File: src/rtl/riscv_pkg.sv
// Shared register-file constants and index type for the RISC-V pipeline slice.
package riscv_pkg;

  localparam int REG_COUNT = 32;
  localparam int REG_IDX_W = 5;

  typedef logic [REG_IDX_W-1:0] reg_idx_t;

  localparam reg_idx_t ZERO_REG = 5'd0;

endpackage

File: src/rtl/regfile_2r1w.sv
// 32 x N integer register file: two combinational read ports with write-through
// bypass, one synchronous write port, synchronous active-low clear, x0 hardwired to zero.
module regfile_2r1w
  import riscv_pkg::*;
#(
  parameter int N = 64
) (
  input  logic         clk,
  input  logic         rst,
  input  logic         we,
  input  reg_idx_t     waddr,
  input  logic [N-1:0] wdata,
  input  reg_idx_t     raddr1,
  input  reg_idx_t     raddr2,
  output logic [N-1:0] rdata1,
  output logic [N-1:0] rdata2
);

  logic [N-1:0] regs [REG_COUNT];
  logic         commit;

  assign commit = rst && we && (waddr != ZERO_REG);

  always_ff @(posedge clk) begin
    if (!rst) begin
      for (int i = 0; i < REG_COUNT; i++) begin
        regs[i] <= '0;
      end
    end else if (commit) begin
      regs[waddr] <= wdata;
    end
  end

  // While reset is held, reads report the post-reset value rather than stale contents.
  always_comb begin
    rdata1 = '0;
    rdata2 = '0;
    if (rst) begin
      if (raddr1 != ZERO_REG) begin
        rdata1 = (commit && (waddr == raddr1)) ? wdata : regs[raddr1];
      end
      if (raddr2 != ZERO_REG) begin
        rdata2 = (commit && (waddr == raddr2)) ? wdata : regs[raddr2];
      end
    end
  end

endmodule

File: src/rtl/writeback_stage.sv
// Writeback stage: selects the writeback value, commits it into the register
// file, serves the decode read ports and counts retired register writes.
module writeback_stage
  import riscv_pkg::*;
#(
  parameter int N     = 64,
  parameter int CNT_W = 32
) (
  input  logic             clk,
  input  logic             rst,
  input  logic             memToReg,
  input  logic             regWrite,
  input  reg_idx_t         writeReg,
  input  logic [N-1:0]     addressMem,
  input  logic [N-1:0]     dataMem,
  input  reg_idx_t         readReg1,
  input  reg_idx_t         readReg2,
  output logic [N-1:0]     readData1,
  output logic [N-1:0]     readData2,
  output logic [N-1:0]     writeData,
  output logic [CNT_W-1:0] wbCount
);

  logic commit;

  assign writeData = memToReg ? dataMem : addressMem;
  assign commit    = rst && regWrite && (writeReg != ZERO_REG);

  // Free-running retired-write counter; wraps silently.
  always_ff @(posedge clk) begin
    if (!rst) begin
      wbCount <= '0;
    end else if (commit) begin
      wbCount <= wbCount + CNT_W'(1);
    end
  end

  regfile_2r1w #(
    .N(N)
  ) u_regfile (
    .clk   (clk),
    .rst   (rst),
    .we    (regWrite),
    .waddr (writeReg),
    .wdata (writeData),
    .raddr1(readReg1),
    .raddr2(readReg2),
    .rdata1(readData1),
    .rdata2(readData2)
  );

endmodule

File: config.mk
export PLATFORM = sky130hd
export DESIGN_NAME = writeback_stage
export DESIGN_NICKNAME = d
export VERILOG_FILES = /design/src/rtl/riscv_pkg.sv /design/src/rtl/regfile_2r1w.sv /design/src/rtl/writeback_stage.sv
export SDC_FILE = /design/constraint.sdc
export NUM_CORES = 2
export LEC_CHECK = 0
export CORE_AREA = 5 5 538 540
export DETAILED_ROUTE_END_ITERATION = 6
export DIE_AREA = 0 0 543 545
export PLACE_DENSITY = 0.52
export SETUP_SLACK_MARGIN = 0.05
export SLEW_MARGIN = 10
export SYNTH_ARGS = -nofsm -noshare
export SYNTH_HDL_FRONTEND = slang
export SYNTH_SLANG_ARGS = --single-unit
File: constraint.sdc
create_clock -name clk -period 5.98 [get_ports clk]
set_input_delay 1.196 -clock clk [delete_from_list [all_inputs] [get_ports clk]]
set_output_delay 1.196 -clock clk [all_outputs]
set_load 0.005 [all_outputs]
==> flow_results.xml <==
<?xml version="1.0" encoding="UTF-8"?>
<metrics>
  <group name="clock_tree">
    <metric name="clock_sinks" unit="">2080</metric>
    <metric name="cts_hold_repair.buffers" unit="">0</metric>
    <metric name="clk_pin_slew_worst_paths" unit="ns">0.06</metric>
    <metric name="tritoncts.num_buffers" unit="">234</metric>
    <metric name="clockBufferDepth" unit="">4</metric>
    <metric name="tritoncts_clock_tree" unit="">yes</metric>
    <metric name="clk_latency" unit="ns">0.93</metric>
    <metric name="cts_root_buffer" unit="">clkbuf_16</metric>
    <metric name="cts_setup_buffers" unit="">0</metric>
    <metric name="postCtsResizedCells" unit="">0</metric>
    <metric name="htree_levels" unit="">4</metric>
  </group>
  <group name="drt">
    <metric name="routed-via-count" unit="">81000</metric>
    <metric name="remaining_drc_errors" unit="">0</metric>
    <metric name="drt_pre_antenna_iters" unit="">6</metric>
    <metric name="route.detailed.vias_per_inst" unit="">6.53</metric>
    <metric name="detail_route.wirelength" unit="microns">472000</metric>
    <metric name="dr.first_iter.drc_count" unit="">12900</metric>
    <metric name="drtAntennaViolNets" unit="">0</metric>
    <metric name="wl_per_cell" unit="microns">38.0</metric>
  </group>
  <group name="placed_design">
    <metric name="placedInstanceArea" unit="sq um">119000</metric>
    <metric name="port_buffers" unit="">370</metric>
    <metric name="gpl.final_weighted_congestion" unit="">0.877</metric>
    <metric name="place_inst" unit="">12000</metric>
    <metric name="placed_wire_length_estimate" unit="microns">275000</metric>
  </group>
  <group name="layout">
    <metric name="layout-drive-gt1-share" unit="%">20.2</metric>
    <metric name="postLayoutCellArea" unit="sq um">126000</metric>
    <metric name="layout_common_cells" unit="">edfxtp_1 (2048), nor2_1 (2015), mux2i_1 (773)</metric>
    <metric name="mostFrequentLayoutCell" unit="">edfxtp_1</metric>
    <metric name="cell_count_final_fillers_out" unit="">12400</metric>
    <metric name="areaGrowthSynthToFinish" unit="%">17.8</metric>
    <metric name="final_core_util" unit="%">44.5</metric>
    <metric name="final_nets" unit="">8609</metric>
  </group>
  <group name="global_routing">
    <metric name="grt_overflow_total" unit="">0</metric>
    <metric name="largest_net_degree_at_the_start_of_global_routing" unit="">84</metric>
    <metric name="grt_pass1_wl" unit="microns">643000</metric>
    <metric name="antenna_found_initial" unit="">14</metric>
    <metric name="first_global_vias" unit="">79800</metric>
    <metric name="gr-usage-all-layers" unit="%">31.0</metric>
  </group>
  <group name="synth">
    <metric name="synth_enable_flop_cells" unit="">2048</metric>
    <metric name="yosysSeqAreaShare" unit="%">57.9</metric>
    <metric name="netlist.area_leader.share" unit="%">57.3</metric>
    <metric name="synth_top_cell_by_area" unit="">edfxtp_1</metric>
    <metric name="post_synth.cell_area_avg" unit="sq um">13.2</metric>
    <metric name="ys_seq_elements" unit="">2080</metric>
    <metric name="synthFlopType" unit="">edfxtp_1</metric>
    <metric name="synth.yosys.warnings" unit="">0</metric>
    <metric name="ys_top_cells_by_area" unit="">edfxtp_1 (57%), mux4_2 (13%), mux2i_1 (7.8%)</metric>
    <metric name="synthesis.instances" unit="">8143</metric>
    <metric name="postSynth.asyncResetShare" unit="%">0</metric>
    <metric name="synth_cell_types" unit="">53</metric>
    <metric name="syn_area" unit="sq um">107000</metric>
  </group>
  <group name="critical_path">
    <metric name="timing.reg2reg.setup_slack" unit="ns">3.56</metric>
    <metric name="timing.critical_path.fanout_max" unit="">29</metric>
    <metric name="critical_path_startpoint_category" unit="">input pin</metric>
    <metric name="rr_endpoint" unit="">wbCount[28]</metric>
    <metric name="rr_worst_depth" unit="">5</metric>
    <metric name="arrival" unit="ns">4.68</metric>
    <metric name="worstSetupPathType" unit="">in -&gt; out</metric>
    <metric name="critPathCaptureType" unit="">output pin</metric>
    <metric name="r2r_start" unit="">wbCount[8]</metric>
    <metric name="required_time_of_the_worst_setup_path" unit="ns">4.78</metric>
  </group>
  <group name="sta">
    <metric name="setup_viol_count_final" unit="">0</metric>
    <metric name="fin_worst_hold_slack" unit="ns">0.475</metric>
    <metric name="final.setup.tns" unit="ns">0</metric>
    <metric name="grt_setup_unrepaired" unit="">no</metric>
    <metric name="report.final.hold_viol_count" unit="">0</metric>
    <metric name="period_minus_slack" unit="ns">5.88</metric>
    <metric name="fmaxAchievable" unit="MHz">170</metric>
    <metric name="slew_headroom" unit="%">19.5</metric>
    <metric name="final-max-slew-violation-count" unit="">0</metric>
    <metric name="min_period_over_period" unit="%">98.3</metric>
    <metric name="worst_pin_slew" unit="ns">1.21</metric>
    <metric name="timing.clock.skew" unit="ns">0.0102</metric>
  </group>
  <group name="die">
    <metric name="row_count" unit="">196</metric>
    <metric name="fp.dieH" unit="microns">545</metric>
    <metric name="coreArea" unit="sq um">284000</metric>
    <metric name="dieWidth" unit="microns">543</metric>
    <metric name="floorplan.die_area" unit="sq um">296000</metric>
    <metric name="io_pins" unit="">371</metric>
    <metric name="floorplan.initialDensity" unit="%">37.8</metric>
  </group>
  <group name="worst_hold_path">
    <metric name="min_path_type" unit="">reg -&gt; reg</metric>
    <metric name="hold_path_depth" unit="">1</metric>
    <metric name="timing.hold.worst.start" unit="">wbCount[31]</metric>
    <metric name="worst_hold_path.endpoint" unit="">wbCount[31]</metric>
  </group>
  <group name="flow_run">
    <metric name="maxCapViolCount" unit="">0</metric>
  </group>
  <group name="power">
    <metric name="max-vdd-ir-drop" unit="mV">0.285</metric>
    <metric name="static_power_due_to_leakage" unit="uW">0.0455</metric>
    <metric name="cellPowerDensity" unit="nW/um^2">290</metric>
  </group>
  <group name="run_status">
    <metric name="outcome" unit="">complete, no violations</metric>
  </group>
</metrics>
where the power goes:
group	internal (uW)	total, uW	switching [uW]
combinational	2080	5310	3230
sequential	16800	17200	405
clock	8020	14200	6140
total	26900	36700	9770
layout make-up:
class	instances	area (sq um)
Antenna cell	8	20.0
Clock buffer	293	6180
Clock inverter	118	1050
Fill cell	25500	158000
Inverter	76	302
Multi-Input combinational cell	5160	42600
Sequential cell	2080	62100
Tap cell	3762	4710
Timing Repair Buffer	909	9280
flip-flops by register name, summed over array words and instances, names as in the netlist:
name	count
u_regfile.regs	2048
wbCount	32
synthesized netlist by cell type (73+ instances only):
library cell	instances
a221oi_1	162
edfxtp_1	2048
mux2i_1	837
inv_1	73
nand2_1	260
o22ai_1	115
clkbuf_1	575
nor2_1	2021
buf_1	79
o21ai_0	159
a21oi_1	240
buf_2	216
o221ai_1	225
a221o_1	128
mux4_2	622
mux2_2	80
worst max-delay path by stage:
stage	startpoint	to	slack, ns	cells after the start
2_1_floorplan	rst	u_regfile.regs[24][0]	1.60	7
3_3_place_gp	writeReg[1]	readData1[30]	0.23	8
3_5_place_dp	writeReg[1]	readData1[30]	0.19	8
4_1_cts	writeReg[1]	readData1[30]	0.19	8
5_1_grt	writeReg[1]	readData1[46]	0.06	9
6_report	writeReg[1]	readData1[30]	0.10	8
cell families after synthesis:
kind of cell | count (synthesis) | share of synthesized area [%]
adders and majority gates | 1 | 0.0117
other | 1 | 0.00350
muxes | 1539 | 21.7
DFF | 2080 | 57.9
and+or+nand+nor | 2403 | 8.74
buffers and inverters | 966 | 3.73
AOI/OAI and AO/OA | 1120 | 7.58
xor gates and xnor gates | 33 | 0.270
worst max-delay path, cell delays in order:
cell             delay (ns)
clkdlybuf4s50_1        0.59
or2_1                  0.41
o21a_1                 0.27
a31o_4                 0.33
buf_12                 0.22
nor3_1                 0.83
a221o_1                0.23
clkdlybuf4s50_1        0.51
per-layer routing:
layer,track usage [%],share of wire [%]
met1,41.2,38
met2,48.1,45
met3,7.60,12
met4,14.2,5.2
met5,0,0.0059
metrics by stage:
stage | power (uW) | worst slack, ns
6_report | 36700 | 0.101
2_1_floorplan | 20200 | 1.60
5_1_grt | 37600 | 0.0550
3_3_place_gp | 22600 | 0.226
4_1_cts | 36700 | 0.191
3_5_place_dp | 22700 | 0.195
No activity file was read; power rests on OpenSTA's default activity.
